==> src/rtl/biquad_sequencer.sv <==
// rtl/biquad_sequencer.sv - time-multiplexed direct-form-I biquad controller
// One shared MAC evaluates the five taps from an external synchronous coefficient ROM.
module biquad_sequencer #(
   parameter int COEF_W          = 32,
   parameter int SHIFT           = 30,
   parameter int ACC_W           = 64,
   parameter int CLEAR_ON_SWITCH = 1
) (
   input  logic              clk_48,
   input  logic              reset,
   input  logic              sample_valid,
   input  logic [15:0]       sample_in,
   input  logic [2:0]        filter,
   output logic [5:0]        coef_addr,
   input  logic [COEF_W-1:0] coef_data,
   output logic [15:0]       sample_out,
   output logic              out_valid,
   output logic              busy,
   output logic              overrun,
   input  logic              clr_overrun
);

   typedef enum logic [1:0] {IDLE, FETCH, MAC, WRITE} state_t;

   localparam logic signed [ACC_W-1:0] SAT_MAX = 32767;
   localparam logic signed [ACC_W-1:0] SAT_MIN = -32768;

   state_t                  state, state_nxt;
   logic [2:0]              tap, filter_latched;
   logic signed [15:0]      x0, x1, x2, y1, y2;
   logic signed [15:0]      operand, sat;
   logic signed [ACC_W-1:0] acc, coef_ext, opnd_ext, prod, term;

   assign coef_addr = {filter_latched, tap};

   // ROM data arriving in MAC belongs to the address issued one cycle earlier (tap-1)
   always_comb begin
      operand = '0;
      case (tap)
         3'd1:    operand = x0;
         3'd2:    operand = x1;
         3'd3:    operand = x2;
         3'd4:    operand = y1;
         3'd5:    operand = y2;
         default: operand = '0;
      endcase
   end

   assign coef_ext = {{(ACC_W-COEF_W){coef_data[COEF_W-1]}}, coef_data};
   assign opnd_ext = {{(ACC_W-16){operand[15]}}, operand};
   assign prod     = coef_ext * opnd_ext;
   assign term     = prod >>> SHIFT;

   always_comb begin
      sat = acc[15:0];
      if (acc > SAT_MAX)
         sat = 16'sh7FFF;
      else if (acc < SAT_MIN)
         sat = 16'sh8000;
   end

   always_ff @(posedge clk_48 or posedge reset) begin
      if (reset)
         state <= IDLE;
      else
         state <= state_nxt;
   end

   always_comb begin
      state_nxt = state;
      case (state)
         IDLE:    if (sample_valid) state_nxt = FETCH;
         FETCH:   state_nxt = MAC;
         MAC:     if (tap == 3'd5) state_nxt = WRITE;
         WRITE:   state_nxt = IDLE;
         default: state_nxt = IDLE;
      endcase
   end

   always_ff @(posedge clk_48 or posedge reset) begin
      if (reset) begin
         tap            <= '0;
         acc            <= '0;
         x0             <= '0;
         x1             <= '0;
         x2             <= '0;
         y1             <= '0;
         y2             <= '0;
         filter_latched <= '0;
         sample_out     <= '0;
         out_valid      <= 1'b0;
         busy           <= 1'b0;
         overrun        <= 1'b0;
      end else begin
         out_valid <= 1'b0;
         // a dropped request outranks a simultaneous clear
         if (sample_valid && state != IDLE)
            overrun <= 1'b1;
         else if (clr_overrun)
            overrun <= 1'b0;

         case (state)
            IDLE: begin
               if (sample_valid) begin
                  x0             <= sample_in;
                  filter_latched <= filter;
                  tap            <= '0;
                  busy           <= 1'b1;
                  if (CLEAR_ON_SWITCH != 0 && filter != filter_latched) begin
                     x1 <= '0;
                     x2 <= '0;
                     y1 <= '0;
                     y2 <= '0;
                  end
               end
            end
            FETCH: tap <= tap + 3'd1;
            MAC: begin
               acc <= acc + term;
               tap <= tap + 3'd1;
            end
            WRITE: begin
               sample_out <= sat;
               out_valid  <= 1'b1;
               busy       <= 1'b0;
               x2         <= x1;
               x1         <= x0;
               y2         <= y1;
               y1         <= sat;
               acc        <= '0;
               tap        <= '0;
            end
            default: ;
         endcase
      end
   end

endmodule

==> config.mk <==
export PLATFORM = sky130hd
export DESIGN_NAME = biquad_sequencer
export DESIGN_NICKNAME = d
export VERILOG_FILES = /design/src/rtl/biquad_sequencer.sv
export SDC_FILE = /design/constraint.sdc
export NUM_CORES = 2
export LEC_CHECK = 0
export BUFFER_PORTS_ARGS = -buffer_cell sky130_fd_sc_hd__clkbuf_2
export CAP_MARGIN = 5
export CORE_ASPECT_RATIO = 1.25
export CORE_MARGIN = 10
export CORE_UTILIZATION = 60
export CTS_BUF_LIST = sky130_fd_sc_hd__clkbuf_8
export DETAILED_ROUTE_END_ITERATION = 12
export GPL_TIMING_DRIVEN = 1
export PLACE_DENSITY_LB_ADDON = 0.2
export SYNTH_ARGS = -nofsm -noshare
export SYNTH_HDL_FRONTEND = slang
export SYNTH_SLANG_ARGS = --single-unit
==> constraint.sdc <==
create_clock -name clk_48 -period 12.6 [get_ports clk_48]
set_input_delay 1.89 -clock clk_48 [delete_from_list [all_inputs] [get_ports clk_48]]
set_output_delay 1.89 -clock clk_48 [all_outputs]
set_load 0.01 [all_outputs]
# After elaboration in Yosys (flattened, before gate mapping)

Cells that the tools add are included.

Reduce and logical (&&, ||, !) cells: 11
Magnitude comparators: 2
Add/subtract/negate cells: 2
Equal/unequal tests: 12
Multiply operators: 1
Multiplexer cells: 20

Operator list:

| kind                                                                               | number |
|---|---|
| 16-bit case mux with 2 select lines                                                | 4 |
| 64-bit case mux with 2 select lines                                                | 1 |
| 16-bit case mux with 5 select lines                                                | 1 |
| 64-bit by 18-bit adder with 64-bit output                                          | 1 |
| 64-bit by 16-bit greater-than comparator with 1-bit output (second input constant) | 1 |
| 64-bit by 16-bit less-than comparator with 1-bit output (second input constant)    | 1 |
| 16-bit two-way mux                                                                 | 4 |
| 32-bit by 16-bit multiplier with 48-bit output                                     | 1 |
| 3-bit case mux with 3 select lines                                                 | 1 |
| 2-bit case mux with 4 select lines                                                 | 1 |
| 2-bit nonzero test                                                                 | 4 |
| 3-bit by 2-bit equality test with 1-bit output (second input constant)             | 2 |
| 3-bit equality test (second input constant)                                        | 2 |
| 2-bit != test (second input constant)                                              | 3 |
| 2-bit AND reduction                                                                | 3 |
| 2-bit equality test (second input constant)                                        | 2 |
| 1-bit two-way mux                                                                  | 4 |
| 2-bit two-way mux                                                                  | 2 |
| 3-bit by 1-bit adder with 3-bit output (second input constant)                     | 1 |
| 3-bit by 1-bit equality test with 1-bit output (second input constant)             | 1 |
| 3-bit two-way mux                                                                  | 1 |
| 3-bit != test                                                                      | 1 |
| 3-bit AND reduction                                                                | 1 |
| 2-bit by 1-bit equality test with 1-bit output (second input constant)             | 1 |
| other kinds (4)                                                                    | 4 |

Register bits: 171
Bits of input ports: 55
Word-level logic and storage cells: 61
Output and inout port bits: 25

# Depth between registers and ports, before layout

Word-level depth: 5
Gate-level depth with buffers: 45
Depth with buffers taken out: 41

# Least setup slack after synthesis

OpenSTA, ideal clock, no wires.

Kind: input port to flip-flop
From: input coef_data[11]
To: register acc[63]
Setup time: 0.128 ns
Data required time: 12.472 ns
Slack: 0.583 ns
Stages: 31
Data arrival time: 11.889 ns
Path buffers: 2
Cells stage by stage: clkbuf_1 -> nand2_1 -> fa_1 -> inv_1 -> fa_1 -> fa_1 -> fa_1 -> fa_1 -> inv_1 -> fa_1 -> inv_1 -> ha_1 -> a2111oi_1 -> o31ai_1 -> a221oi_1 -> a21bo_1 -> o211a_1 -> nand2_1 -> o211ai_1 -> ha_1 -> clkbuf_1 -> a21oi_1 -> o21ai_0 -> a2111oi_0 -> a21boi_0 -> o221a_1 -> o21a_1 -> o221ai_1 -> o22ai_1 -> mux2i_1 -> mux2_1

Word-level cells in the longest chain between the ends: 3

Ends and longest elaborated chain:

| element                                        | line | text |
|---|---|---|
| from (decl)                                    | 15   | `input logic [COEF_W-1:0] coef_data,` |
| 32-bit by 16-bit multiplier with 48-bit output | 51   | `assign prod = coef_ext * opnd_ext;` |
| 64-bit by 18-bit adder with 64-bit output      | 119  | `acc <= acc + term;` |
| 64-bit case mux with 2 select lines            | 102  | `case (state)` |
| to (signal assigned)                           | 119  |  |
| to (decl)                                      | 32   | `logic signed [ACC_W-1:0] acc, coef_ext, opnd_ext, prod, term;` |

Every way passes these cells.
A chain may end at the register's enable or synchronous reset.

# Worst setup path after layout

From: register tap[0]
To: register acc[63]

Word-level cells in the longest chain between the ends: 5
Elaborated cells between the ends (all ways): 9
Those cells by class: add/sub (1); mul (1); eq/ne (5); mux (2)

Ends and longest elaborated chain:

| element                                            | line | text |
|---|---|---|
| from (decl)                                        | 29   | `logic [2:0] tap, filter_latched;` |
| from (signal assigned)                             | 117  | `FETCH: tap <= tap + 3'd1;` |
| from (signal assigned)                             | 120  | `tap <= tap + 3'd1;` |
| 3-bit equality test (tied with other cells)        | 39   | `case (tap)` |
| 16-bit case mux with 5 select lines (*)            | 39   |  |
| 32-bit by 16-bit multiplier with 48-bit output (*) | 51   |  |
| 64-bit by 18-bit adder with 64-bit output (*)      | 119  |  |
| 64-bit case mux with 2 select lines (*)            | 102  |  |

Mark *: on every way between the ends. The rest lies on a longest branch, timed or not.

==> metrics.md <==
| Metric | Value |
|---|---|
| IO Pins | `80` |
| IO Port Bufs | `79` |
| Skew final | `0.0195 ns` |
| Initial Utilization | `60.4%` |
| Gr usage total | `28.2%` |
| Crit path max fanout | `56` |
| Most common cell on crit path | `fa_1` |
| Hold Path Depth | `2` |
| Fin cells | `3855` |
| First-pass GRT wire length | `128000 um` |
| Die outline height | `263 um` |
| Crit path capture type | `flop` |
| Post-CTS sizing | `0` |
| Max-cap violations | `0` |
| Clk sinks | `171` |
| CTS Buffer Depth | `2` |
| Detailed-route DRC error count | `0` |
| Core area | `47100 um^2` |
| Grt total ovfl | `0` |
| Synthesis-to-finish area growth | `4.42%` |
| 1st-iter DRT viols | `1551` |
| Initial antenna violation count | `2` |
| Max-slew violation count | `0` |
| Number of vias per cell | `5.82` |
| Dominant synthesized flop cell | `dfrtp_1` |
| Share of layout cells above drive strength 1 | `6.15%` |
| Post-synthesis average cell area | `8.80 um^2` |
| EDFF count, synth | `0` |
| Yosys top cell by area | `fa_1` |
| TritonCTS clock tree | `yes` |
| Crit path buf inv count | `5` |
| Final TNS setup | `0 ns` |
| Critical path arrival | `12.10 ns` |
| #FFs+latches synth | `171` |
| Routed len/inst | `20.2 um` |
| Final hold vios | `0` |
| Filler instances | `4132` |
| CTS Hold Bufs | `0` |
| DP Worst Slack | `0.962 ns` |
| Reg clk slew, reported paths | `0.11 ns` |
| Worst slew pin tran | `1.18 ns` |
| Largest cells by area after synthesis | `fa_1 34%, dfrtp_1 15%, ha_1 8.6%, inv_1 7.8%, nand2_1 6.7%` |
| Chip width | `215 um` |
| Clk Latency, worst-skew pair | `0.50 ns` |
| Vias in the first global route | `24200` |
| Die Footprint | `56500 um^2` |
| PnR worst setup slack | `0.884 ns` |
| Max Clk Rate | `0.0854 GHz` |
| CTS Root Cell | `clkbuf_8` |
| Setup bufs post-CTS | `0` |
| Slowest-stage cell, CP | `or2_1` |
| Commonest cells after routing, fill and taps aside | `590 x inv_1, 507 x nand2_1, 486 x fa_1, 204 x and2_1, 193 x ha_1` |
| Total number of vias | `22400` |
| Gp weighted congestion | `0.939` |
| Max-Slew Margin vs Limit | `21.6%` |
| Layout Nets | `3941` |
| Final setup violation count | `0` |
| Diodes inserted | `0` |
| Status | `finished, final reports clean` |
| CP delay by family, top | `adder cells` |
| Ys Warns | `0` |
| Startpoint Class | `flop` |
| Net Count, Synth | `3965` |
| Clock buffer count from CTS | `17` |
| 1st-pass router iterations | `5` |
| Post-Syn Area | `28400 um^2` |
| RSZ-0062 raised after global routing | `false` |
| Max H-tree Level | `4` |
| Commonest non-fill, non-tap cell in the layout | `inv_1` |
| Distinct cell type count after synthesis | `85` |
| Largest net degree at the start of global routing | `118` |
| WP depth | `36` |
| Final core utilization | `63.0%` |
| Post-Syn Instances | `3229` |
| Post-DRT Antenna Nets | `0` |
| Required time worst endpoint | `12.98 ns` |
| Post-synthesis sequential area ratio | `15.1%` |
| Fin crit share | `93.0%` |
| Placed cell count | `3823` |
| Std-Cell Rows | `89` |
| Detailed placement HPWL | `60000 um` |
| Yosys top cell area share | `34.2%` |
| Final wirelength | `77800 um` |
| Reg2reg path depth | `36` |
| WS Path Type | `flop to flop` |
| Tmin final | `11.72 ns` |
| Async S/R FF share, synth | `100%` |
| Crit path largest cell delay | `0.69 ns` |
| Hold Path Class | `flop to flop` |
## worst min-delay path: cells and delay by family (launching register included)
family	cells	cell delay [ns]
DFF	1	0.35
AOI/OAI and AO/OA	1	0.06
and+or+nand+nor	1	0.05
## layer usage
layer	vias up	global-route usage, %	part of all wire, %
met4	2	13.9	5.2
met3	247	3.57	6.1
met1	11300	33.9	38
li1	10100	-	-
met5	-	0	0.0090
met2	869	49.0	51
## worst paths after layout
check                                   startpoint                         end  slack (ns)
worst max-delay path            tap[0]$_DFFE_PP0P_         acc[63]$_DFFE_PP0P_        0.88
worst min-delay path             y2[4]$_DFFE_PP0P_           y2[4]$_DFFE_PP0P_        0.49
worst max register to register  tap[0]$_DFFE_PP0P_         acc[63]$_DFFE_PP0P_        0.88
worst min register to register   y2[4]$_DFFE_PP0P_           y2[4]$_DFFE_PP0P_        0.49
max in group asynchronous                    reset         acc[57]$_DFFE_PP0P_        9.55
min in group asynchronous                    reset  sample_out[15]$_DFFE_PP0P_        1.60
## synthesized netlist by cell type, types with 29 or more instances
cell type,number
a21oi_1,130
a21o_1,38
mux2i_1,40
o21ai_0,118
dfrtp_1,171
nor2_1,143
xnor2_1,54
fa_1,486
nand2_1,507
nand3_1,37
clkbuf_1,131
and2_1,204
nand4_1,35
xor2_1,29
inv_1,590
ha_1,195
## registers in the layout, indices dropped and copies added, names as in the netlist, 2 cells and up
name and cells:
y2 16, tap 3, y1 16, state 2
x2 16, acc 64, x0 16, x1 16
sample_out 16, filter_latched 3
## cells by family after synthesis
family,synth area share (%)
DFF,15.1
adders and majority gates,42.8
AOI/OAI and AO/OA,10.6
xor gates and xnor gates,2.56
buffers and inverters,9.91
muxes,2.24
and+or+nand+nor,16.9
## per-stage QoR
stage	area (um^2)	hold WS (ns)
floorplan	28400	0.443
global placement	29300	0.462
detailed placement	29300	0.473
CTS	29700	0.494
global route	29700	0.523
finish	29700	0.491
## area by class of cell
| type | instances | area (um^2) | share of cell area [%] |
|---|---|---|---|
| clock buffer | 18 | 248 | 0.834 |
| clock inverter | 14 | 151 | 0.510 |
| inverter | 590 | 2220 | 7.48 |
| multi-input combinational | 2320 | 21400 | 72.0 |
| sequential | 171 | 4280 | 14.4 |
| tap | 637 | 797 | 2.68 |
| timing repair buffer | 105 | 603 | 2.03 |
Power is left out: the tool's default activity adds up to more than one toggle a clock period on the data nets, which glitch-free logic cannot reach.
